### src/rtl/lsu_prf_wb_sched.sv
// Load writeback scheduler: merges two d$ pipes and the bus into one registered PRF write port.
// Optional bus anti-starvation is enabled with the LSU_WB_SCHED_BUS_AGE_EN macro.
module lsu_prf_wb_sched #(
    parameter int XLEN               = 64,
    parameter int PHY_REG_ADDR_WIDTH = 6,
    parameter int BUF_DEPTH          = 4,
    parameter int BUS_STARVE_LIMIT   = 8
) (
    input  logic                              clk,
    input  logic                              rstn,
    input  logic                              flush,
    input  logic [1:0]                        l1d_sched_wb_vld_i,
    input  logic [2*PHY_REG_ADDR_WIDTH-1:0]   l1d_sched_wb_rd_addr_i,
    input  logic [2*XLEN-1:0]                 l1d_sched_wb_data_i,
    output logic                              sched_l1d_rdy_o,
    input  logic                              bus_sched_wb_vld_i,
    input  logic [PHY_REG_ADDR_WIDTH-1:0]     bus_sched_wb_rd_addr_i,
    input  logic [XLEN-1:0]                   bus_sched_wb_data_i,
    output logic                              sched_bus_rdy_o,
    output logic                              sched_prf_wb_vld_o,
    output logic [PHY_REG_ADDR_WIDTH-1:0]     sched_prf_wb_rd_addr_o,
    output logic [XLEN-1:0]                   sched_prf_wb_data_o,
    output logic [$clog2(BUF_DEPTH):0]        sched_buf_cnt_o
);

    localparam int PW = $clog2(BUF_DEPTH);
    localparam int CW = PW + 1;
    localparam int AW = PHY_REG_ADDR_WIDTH;

    if (BUF_DEPTH < 4 || (BUF_DEPTH & (BUF_DEPTH - 1)) != 0 ||
        BUS_STARVE_LIMIT < 1 || BUS_STARVE_LIMIT > 255) begin : g_bad_cfg
    end

    logic [PW-1:0]   r_rd_ptr;
    logic [PW-1:0]   r_wr_ptr;
    logic [CW-1:0]   r_cnt;
    logic [AW-1:0]   r_buf_addr [BUF_DEPTH];
    logic [XLEN-1:0] r_buf_data [BUF_DEPTH];

    logic            r_prf_vld_p1;
    logic [AW-1:0]   r_prf_addr_p1;
    logic [XLEN-1:0] r_prf_data_p1;

    logic            w_room;
    logic            w_empty;
    logic            w_v0;
    logic            w_v1;
    logic [AW-1:0]   w_p0_addr;
    logic [AW-1:0]   w_p1_addr;
    logic [XLEN-1:0] w_p0_data;
    logic [XLEN-1:0] w_p1_data;
    logic            w_starve;
    logic            w_bus_gnt;
    logic            w_deq;
    logic            w_enq0;
    logic            w_enq1;
    logic [1:0]      w_enq_n;
    logic [PW-1:0]   w_wr_ptr_b;
    logic            w_sel_vld;
    logic [AW-1:0]   w_sel_addr;
    logic [XLEN-1:0] w_sel_data;

    assign w_room    = (r_cnt <= CW'(BUF_DEPTH - 2));
    assign w_empty   = (r_cnt == '0);
    // A d$ valid offered while not ready is a protocol violation and is ignored.
    assign w_v0      = l1d_sched_wb_vld_i[0] & w_room;
    assign w_v1      = l1d_sched_wb_vld_i[1] & w_room;
    assign w_p0_addr = l1d_sched_wb_rd_addr_i[AW-1:0];
    assign w_p1_addr = l1d_sched_wb_rd_addr_i[2*AW-1:AW];
    assign w_p0_data = l1d_sched_wb_data_i[XLEN-1:0];
    assign w_p1_data = l1d_sched_wb_data_i[2*XLEN-1:XLEN];

    assign sched_l1d_rdy_o = ~rstn | w_room;
    assign sched_bus_rdy_o = w_bus_gnt;
    assign sched_buf_cnt_o = r_cnt;

`ifdef LSU_WB_SCHED_BUS_AGE_EN
    logic [7:0] r_starve_cnt;

    assign w_starve = bus_sched_wb_vld_i & (r_starve_cnt == 8'(BUS_STARVE_LIMIT));

    always_ff @(posedge clk) begin
        if (!rstn) begin
            r_starve_cnt <= '0;
        end else if (flush || !bus_sched_wb_vld_i || w_bus_gnt) begin
            r_starve_cnt <= '0;
        end else if (r_starve_cnt != 8'hFF) begin
            r_starve_cnt <= r_starve_cnt + 8'd1;
        end
    end
`else
    assign w_starve = 1'b0;
`endif

    // Source selection: starved bus, then buffer head, pipe 0, pipe 1, bus.
    always_comb begin
        w_sel_vld  = 1'b0;
        w_sel_addr = '0;
        w_sel_data = '0;
        w_deq      = 1'b0;
        w_enq0     = 1'b0;
        w_enq1     = 1'b0;
        w_bus_gnt  = 1'b0;
        if (!rstn || flush) begin
            w_sel_vld = 1'b0;
        end else if (w_starve) begin
            w_bus_gnt  = 1'b1;
            w_sel_vld  = 1'b1;
            w_sel_addr = bus_sched_wb_rd_addr_i;
            w_sel_data = bus_sched_wb_data_i;
            w_enq0     = w_v0;
            w_enq1     = w_v1;
        end else if (!w_empty) begin
            w_deq      = 1'b1;
            w_sel_vld  = 1'b1;
            w_sel_addr = r_buf_addr[r_rd_ptr];
            w_sel_data = r_buf_data[r_rd_ptr];
            w_enq0     = w_v0;
            w_enq1     = w_v1;
        end else if (w_v0) begin
            w_sel_vld  = 1'b1;
            w_sel_addr = w_p0_addr;
            w_sel_data = w_p0_data;
            w_enq1     = w_v1;
        end else if (w_v1) begin
            w_sel_vld  = 1'b1;
            w_sel_addr = w_p1_addr;
            w_sel_data = w_p1_data;
        end else if (bus_sched_wb_vld_i) begin
            w_bus_gnt  = 1'b1;
            w_sel_vld  = 1'b1;
            w_sel_addr = bus_sched_wb_rd_addr_i;
            w_sel_data = bus_sched_wb_data_i;
        end
    end

    assign w_enq_n    = {1'b0, w_enq0} + {1'b0, w_enq1};
    assign w_wr_ptr_b = r_wr_ptr + PW'(1);

    always_ff @(posedge clk) begin
        if (!rstn) begin
            r_rd_ptr <= '0;
            r_wr_ptr <= '0;
            r_cnt    <= '0;
        end else if (flush) begin
            r_rd_ptr <= '0;
            r_wr_ptr <= '0;
            r_cnt    <= '0;
        end else begin
            r_rd_ptr <= r_rd_ptr + PW'(w_deq);
            r_wr_ptr <= r_wr_ptr + PW'(w_enq_n);
            r_cnt    <= r_cnt + CW'(w_enq_n) - CW'(w_deq);
        end
    end

    // Pipe 0 takes the first free slot when both pipes enqueue together.
    always_ff @(posedge clk) begin
        if (w_enq0) begin
            r_buf_addr[r_wr_ptr] <= w_p0_addr;
            r_buf_data[r_wr_ptr] <= w_p0_data;
        end else if (w_enq1) begin
            r_buf_addr[r_wr_ptr] <= w_p1_addr;
            r_buf_data[r_wr_ptr] <= w_p1_data;
        end
        if (w_enq0 && w_enq1) begin
            r_buf_addr[w_wr_ptr_b] <= w_p1_addr;
            r_buf_data[w_wr_ptr_b] <= w_p1_data;
        end
    end

    // Stage boundary: selected source registered onto the PRF write port.
    always_ff @(posedge clk) begin
        if (!rstn) begin
            r_prf_vld_p1  <= 1'b0;
            r_prf_addr_p1 <= '0;
            r_prf_data_p1 <= '0;
        end else begin
            r_prf_vld_p1  <= w_sel_vld;
            r_prf_addr_p1 <= w_sel_addr;
            r_prf_data_p1 <= w_sel_data;
        end
    end

    assign sched_prf_wb_vld_o     = r_prf_vld_p1;
    assign sched_prf_wb_rd_addr_o = r_prf_addr_p1;
    assign sched_prf_wb_data_o    = r_prf_data_p1;

endmodule
### config.mk
export PLATFORM = sky130hd
export DESIGN_NAME = lsu_prf_wb_sched
export DESIGN_NICKNAME = d
export VERILOG_FILES = /design/src/rtl/lsu_prf_wb_sched.sv
export SDC_FILE = /design/constraint.sdc
export NUM_CORES = 1
export LEC_CHECK = 0
export CAP_MARGIN = 20
export CORE_ASPECT_RATIO = 0.75
export CORE_MARGIN = 5
export CORE_UTILIZATION = 54
export DETAILED_ROUTE_END_ITERATION = 8
export PLACE_DENSITY = 0.85
export SETUP_SLACK_MARGIN = 0.4
export SYNTH_ARGS = -nofsm -noshare
export SYNTH_HDL_FRONTEND = slang
export SYNTH_SLANG_ARGS = --single-unit
### constraint.sdc
create_clock -name clk -period 8.7 [get_ports clk]
set_input_delay 1.305 -clock clk [delete_from_list [all_inputs] [get_ports clk]]
set_output_delay 1.305 -clock clk [all_outputs]
set_load 0.01 [all_outputs]
### Yosys cells after proc, flatten, opt, wreduce, memory -nomap -nowiden

Memories as Yosys holds them, arrays and structs flattened. A register that Yosys moved wholly into a read port is not among the register bits.
Cells that the tools add are included.

| storage, ports and cells | value |
|---|---|
| memories kept | 2 |
| input port bits | 216 |
| register bits after elaboration | 78 |
| word-level logic and storage cells | 61 |
| RAM bits | 280 |
| output and inout bits | 76 |

| cells by class | value |
|---|---|
| multiplexer cells | 34 |
| bitwise gates (word level) | 6 |
| reductions and logical operators | 6 |
| add/sub/neg operators | 6 |
| $lt $le $gt $ge | 1 |

Memories:

| name | words | width | read ports | clocked after memory_dff | write ports | RTL line | source |
|---|---|---|---|---|---|---|---|
| r_buf_data | 4 | 64 | 1 | 1 | 2 | 38 | `logic [XLEN-1:0] r_buf_data [BUF_DEPTH];` |
| r_buf_addr | 4 | 6 | 1 | 1 | 2 | 37 | `logic [AW-1:0] r_buf_addr [BUF_DEPTH];` |

Operators with widths:

| operator | number |
|---|---|
| $mux 64 | 5 |
| $mux 6 | 5 |
| $mux 1 | 22 |
| $mux 2 | 2 |
| $reduce_or 2->1 | 2 |
| $add 3x2->3 | 1 |
| $le 3x2->1 const B | 1 |
| $logic_not 3->1 | 1 |
| $or 1x1->1 | 3 |
| $sub 3x1->3 | 1 |
| $add 1x1->2 | 1 |
| $add 2x1->2 | 1 |
| $add 2x1->2 const B | 1 |
| $add 2x2->2 | 1 |
| $and 1x1->1 | 2 |
| $logic_and 1x1->1 | 1 |
| $logic_not 1->1 | 1 |
| $logic_or 1x1->1 | 1 |
| $not 1->1 | 1 |

### Longest topological paths before layout

Gate-level depths: netlist (run 1).

| depth | value |
|---|---|
| word-level depth | 9 |
| depth in mapped cells | 13 |
| depth with buffers taken out | 12 |

### Least setup slack after synthesis (run 1)

OpenSTA, ideal clock, no wires.

| timing path | value |
|---|---|
| path type | input to register |
| start | input port l1d_sched_wb_vld_i[1] |
| end | memory r_buf_addr[0][0] in the netlist's numbering (enable) |
| required time | 8.098 ns |
| stages | 7 |
| library setup time | 0.602 ns |
| buffers on the path | 2 |
| data arrival time | 7.423 ns |
| slack | 0.675 ns |
| cell sequence | buf_2 buf_1 nand3_1 nor2_1 inv_1 ha_1 o31ai_1 |

RTL lines:

| item | RTL line | source |
|---|---|---|
| from (decl) | 12 | `input logic [1:0] l1d_sched_wb_vld_i,` |
| to (decl) | 37 |  |

==> results.cfg, run 1 <==
[synthesis]
ys_ff_latch = 358
synth_top_cell_by_area = edfxtp_1
synth_edf_count = 280
synth.distinct_cells = 37
synthTopCellsByArea = edfxtp_1 48%, mux2_2 18%, mux4_2 8.9%
synth_top_area_share_pct = 47.66
netlist_area_um2 = 17640
synthArstFlopShare_pct = 0
synth_fp_nets = 1511
synth_area_per_cell_um2 = 13.72
ys_seq_area_share_pct = 56.51
yosys_most_used_dff = edfxtp_1
yosys_warnings = 0
yosys-top-cells-count = 280 x edfxtp_1, 280 x mux2_2, 140 x a21oi_1, 136 x o21ai_1, 78 x dfxtp_1
synthCells = 1286

[worst_hold_path]
hp-start = sched_buf_cnt_o[2]
whs_path_depth = 2
hold_end = sched_buf_cnt_o[2]
hp-class = reg2reg

[clock_network]
cts-root-buf = clkbuf_16
h-tree-depth = 2
post_cts_buffers = 0
clk_pin_slew_ps = 60
clk_path_buf_depth = 3
cts_sinks = 358
worstSkewPairLatency_ps = 530
cts_tree = yes
cts_hold_buf = 0
cts_resized = 0
numCtsBuffers = 36

[placed_design]
gp_congestion = 0.8004
post-dp-hpwl_mm = 29.31
placed_cell_area_um2 = 20770
io_buffers = 291

[pwr]
peakVddDrop_v = 0.0001050
leakage_nw = 7.291
powerDensity_nw_per_um2 = 177.5

[detailed_routing]
drt-vias-per-instance = 6.146
ant_nets = 0
drc = 0
first_iter_violations = 1360
drt_wl_total_mm = 48.39
wire_per_inst_um = 24.13
num_vias = 12320
drt_pre_antenna_iters = 6

[grt]
grt_max_degree = 75
first_global_vias = 12960
grt_pass1_wl_mm = 74.00
grt_antenna_before_repair = 5
grt_remaining_overflow = 0
gr-usage-all-layers_pct = 25.92

[critical_path]
path_max_fanout = 74
path_common_cell = buf_4
rr_worst_depth = 7
end_kind = flip-flop
cp-start-kind = input pin
critPathBufInv = 3
slowest_delay_ps = 730
crit_chain = buf_2 > buf_4 > nand3_1 > nor2_1 > ha_1 > o21ai_0 > nor2_4 > buf_4
rrSetupSlack_ps = 4880
regToRegEndpoint = r_buf_data[3][34]
cp_slowest_cell = buf_4
required_ps = 8850
cp.arrival_ps = 4860
crit_type = in2reg
crit_family = buffers and inverters
r2r-start = sched_buf_cnt_o[1]

[sta]
finClkSkew_ps = 15.26
relSlewSlack_pct = 26.46
fin_crit_sh_pct = 54.17
fmax_ghz = 0.2122
setup_violations = 0
hold_violations = 0
worstMarginPinSlew_ps = 1103
rsz0062_at_grt = false
setup-tns-final_ps = 0
maxSlewViolCount = 0
fin_crit_ps = 4712

[cells_and_area]
layout-drive-gt1-share_pct = 28.12
areaGrowthSynthToFinish_pct = 24.57
fill_cells = 2264
multiInputGateArea_um2 = 7161
design_area_um2 = 21970
regArea_um2 = 9977
fin_util_pct = 68.02
nNetsFinal = 1760

[floorplanning]
io_pins = 292
dieArea_um2 = 36420
dieWidth_um = 218.7
die_h_um = 166.5
core_um2 = 32310
row_count = 57
start_util_pct = 54.60

[flow_run]
max-cap-violations = 0

[run_status]
status = complete, no violations
==> area by class of cell <==
type,count,area share (%)
diodes,2,0.02278
clock buffers,52,4.658
clock inverters,12,0.7117
inverters,9,0.1537
multi-input cells,819,32.59
flip-flops and latches,358,45.40
well taps,442,2.517
repair buffers,311,13.95
==> worst max-delay path by stage <==
stage / from / cells after the start / to / slack [ps]
2_1_floorplan: l1d_sched_wb_vld_i[1] / 7 / r_buf_addr[0][0] / 680
3_3_place_gp: l1d_sched_wb_vld_i[1] / 8 / r_buf_data[3][30] / 3600
3_5_place_dp: l1d_sched_wb_vld_i[1] / 8 / r_buf_data[3][28] / 3500
4_1_cts: l1d_sched_wb_vld_i[1] / 8 / r_buf_data[3][34] / 4030
5_1_grt: l1d_sched_wb_vld_i[1] / 8 / r_buf_data[3][34] / 3800
6_report: l1d_sched_wb_vld_i[1] / 8 / r_buf_data[3][34] / 3990
==> sequential cells by signal, summed over array words and instances (netlist names) <==
name,cells
r_buf_addr,24
r_buf_data,256
r_rd_ptr,2
r_wr_ptr,2
sched_buf_cnt_o,3
sched_prf_wb_data_o,64
sched_prf_wb_rd_addr_o,6
sched_prf_wb_vld_o,1
==> cell families (layout without fill, tap and decap cells) <==
logic type	Yosys count	after routing	synth area share, %
flops	358	358	56.51
mux	350	350	26.81
compound gates	291	291	8.674
simple gates	164	164	3.710
buf+inv	109	384	3.362
fa+ha+maj	9	9	0.6809
xor+xnor	5	5	0.2482
other cells	0	2	0
==> metrics by stage <==
step,hold slack (ps),instances,total power [W],setup WS [ps]
after CTS,640.0,2002,0.003918,4030
after floorplan,546.2,1286,0.002133,675.2
final,642.2,2005,0.003899,3988
after global routing,705.8,2004,0.004041,3805
after global placement,627.8,1938,0.002339,3603
after detailed placement,630.2,1938,0.002351,3497
==> cell usage in the layout (no fill, tap or decap), drive strengths merged, types with 5 or more instances in the layout <==
cell | Yosys | routed
o21ai | 140 | 140
clkdlybuf4s50 | 0 | 289
nand2 | 72 | 72
a21oi | 141 | 141
nor2 | 77 | 77
inv | 9 | 9
ha | 8 | 8
mux2 | 280 | 280
clkinv | 0 | 8
mux4 | 70 | 70
xnor2 | 5 | 5
clkbuf | 22 | 52
edfxtp | 280 | 280
dfxtp | 78 | 78
buf | 78 | 22
==> worst reg2reg max path: stages, from the launching register on <==
cell and delay [ps]:
dfxtp_1 390, a21oi_2 430, nand3_1 220, inv_1 110
ha_1 530, o21ai_0 350, nor2_4 640, buf_4 730
==> power breakdown <==
group	switching, W	internal (W)	leakage [nW]	total (W)
Clock	0.000641	0.000937	0.578	0.00158
Combinational	0.000199	0.000231	3.55	0.000430
Sequential	0.00000962	0.00188	3.17	0.00189
==> metal layers <==
layer	GRT usage, %	part of all wire, %
met1	34.53	40
met4	8.870	2.7
met2	42.07	48
met3	6.370	9.9
met5	0	0.11
Power figures use the tool's default switching activity.
==> run 2: changes to the inputs <==
Clock period 8.7 ns to 4.4 ns, I/O delays scaled along.
==> results.cfg, run 2 (synthesis results as in run 1) <==
[clock_network]
clk_path_buf_depth = 3
cts_resized = 0
cts-root-buf = clkbuf_16
cts_tree = yes
cts_sinks = 358
post_cts_buffers = 0
cts_hold_buf = 0
worstSkewPairLatency_ps = 520
numCtsBuffers = 37
clk_pin_slew_ps = 60
h-tree-depth = 2

[grt]
grt_pass1_wl_mm = 74.69
gr-usage-all-layers_pct = 26.03
first_global_vias = 12990
grt_antenna_before_repair = 5
grt_remaining_overflow = 0
grt_max_degree = 72

[floorplanning]
start_util_pct = 54.60
io_pins = 292
row_count = 57
core_um2 = 32310
die_h_um = 166.5
dieArea_um2 = 36420
dieWidth_um = 218.7

[run_status]
status = complete, no violations

[placed_design]
post-dp-hpwl_mm = 30.24
io_buffers = 291
pre_cts_slack_ps = 608.8
placed_cell_area_um2 = 20910
gp_congestion = 0.7963

[sta]
maxSlewViolCount = 0
relSlewSlack_pct = 32.95
finClkSkew_ps = 16.32
fin_crit_ps = 3259
worstMarginPinSlew_ps = 1006
fmax_ghz = 0.3068
setup_slack_ps = 1141
rsz0062_at_grt = false
setup_violations = 0
hold_ws_ps = 665.0
setup-tns-final_ps = 0
hold_violations = 0
fin_crit_sh_pct = 74.07

[critical_path]
cp.arrival_ps = 2600
cp-start-kind = flip-flop
r2r-start = sched_buf_cnt_o[1]
path_max_fanout = 71
end_kind = output port
crit_type = reg2out
crit_family = buffers and inverters
critPathBufInv = 2
cp_slowest_cell = buf_4
crit_start = sched_buf_cnt_o[1]
crit_chain = a21o_2 > buf_4 > nand2_1 > clkdlybuf4s50_1
slowest_delay_ps = 700
required_ps = 3740

[pwr]
leakage_nw = 7.348
fin_total_pwr_w = 0.007576
powerDensity_nw_per_um2 = 343.1
power.internal_w = 0.005853
peakVddDrop_v = 0.0002512
switching_power_w = 0.001722
clock_power_share_pct = 39.3
p_comb_share_pct = 11.3
switching_share_pct = 22.73
seqPwrFrac_pct = 49.4

[detailed_routing]
first_iter_violations = 1291
ant_nets = 0
drt_wl_total_mm = 48.35
drt-vias-per-instance = 6.073
drc = 0
wire_per_inst_um = 23.93
drt_pre_antenna_iters = 5
num_vias = 12270

[cells_and_area]
layout-drive-gt1-share_pct = 28.65
areaGrowthSynthToFinish_pct = 25.16
design_area_um2 = 22080
nNetsFinal = 1770
largest_reg_flops = 256
regMostFlops = r_buf_data
mostFrequentLayoutCells = 289 x clkdlybuf4s50_1, 280 x mux2_2, 280 x edfxtp_1
final_common_cell = clkdlybuf4s50_1

[worst_hold_path]
hp-start = sched_buf_cnt_o[2]
hp-class = reg2reg

[flow_run]
max-cap-violations = 0
run 2: cell types whose count changed in the layout (fill, tap and decap cells not counted):
cell | before | now
buf_12 | 1 | 6
buf_16 | 0 | 1
buf_4 | 19 | 22
bufinv_16 | 4 | 1
clkbuf_1 | 12 | 14
clkbuf_16 | 38 | 37
clkinv_1 | 3 | 2
clkinv_2 | 5 | 8
clkinv_4 | 0 | 1
diode_2 | 2 | 4
inv_16 | 0 | 1
inv_6 | 0 | 2
run 2: stage by stage:
step,util (%),std cells
2_1_floorplan,-,1286
3_3_place_gp,64.73,1947
3_5_place_dp,64.73,1947
4_1_cts,68.23,2015
5_1_grt,68.34,2020
6_report,68.34,2020
run 2: area by class of cell:
class	count	area, µm²
sequential	358	9977
clock buffer	53	1006
tap	442	553.0
timing repair buffer	320	3216
antenna	4	10.01
fill	2205	10230
inverter	9	33.78
clock inverter	15	123.9
multi-input combinational	819	7161
run 2: metal layers:
layer	track usage [%]	up-vias	wire (µm)
met5	0	-	22
met4	7.451	4	1149
met3	5.027	75	4441
met2	42.45	660	23190
met1	36.08	6074	19550
li1	-	5454	-
run 2: final timing paths:
check / slack, ps / endpoint / cells after the start
setup / recovery: 1140 / sched_l1d_rdy_o / 4
hold / removal: 670 / sched_buf_cnt_o[2] / 2
setup reg to reg: 1450 / r_buf_data[1][25] / 7
hold reg to reg: 670 / sched_buf_cnt_o[2] / 2
run 2: worst reg2reg max path, cell delays in order, from the launching register on:
cell and delay, ps:
dfxtp_1 380, a21oi_2 380, nand3_1 210, inv_1 100
ha_1 500, o21ai_0 350, nor2_4 390, buf_12 290
run 2: power by group through the flow:
stage	logic (W)	registers, W	clock network, W
global placement	0.000817	0.00381	0
detailed placement	0.000845	0.00381	0
CTS	0.000853	0.00374	0.00301
global route	0.000919	0.00375	0.00317
floorplan	0.000383	0.00383	0
finish	0.000858	0.00374	0.00298
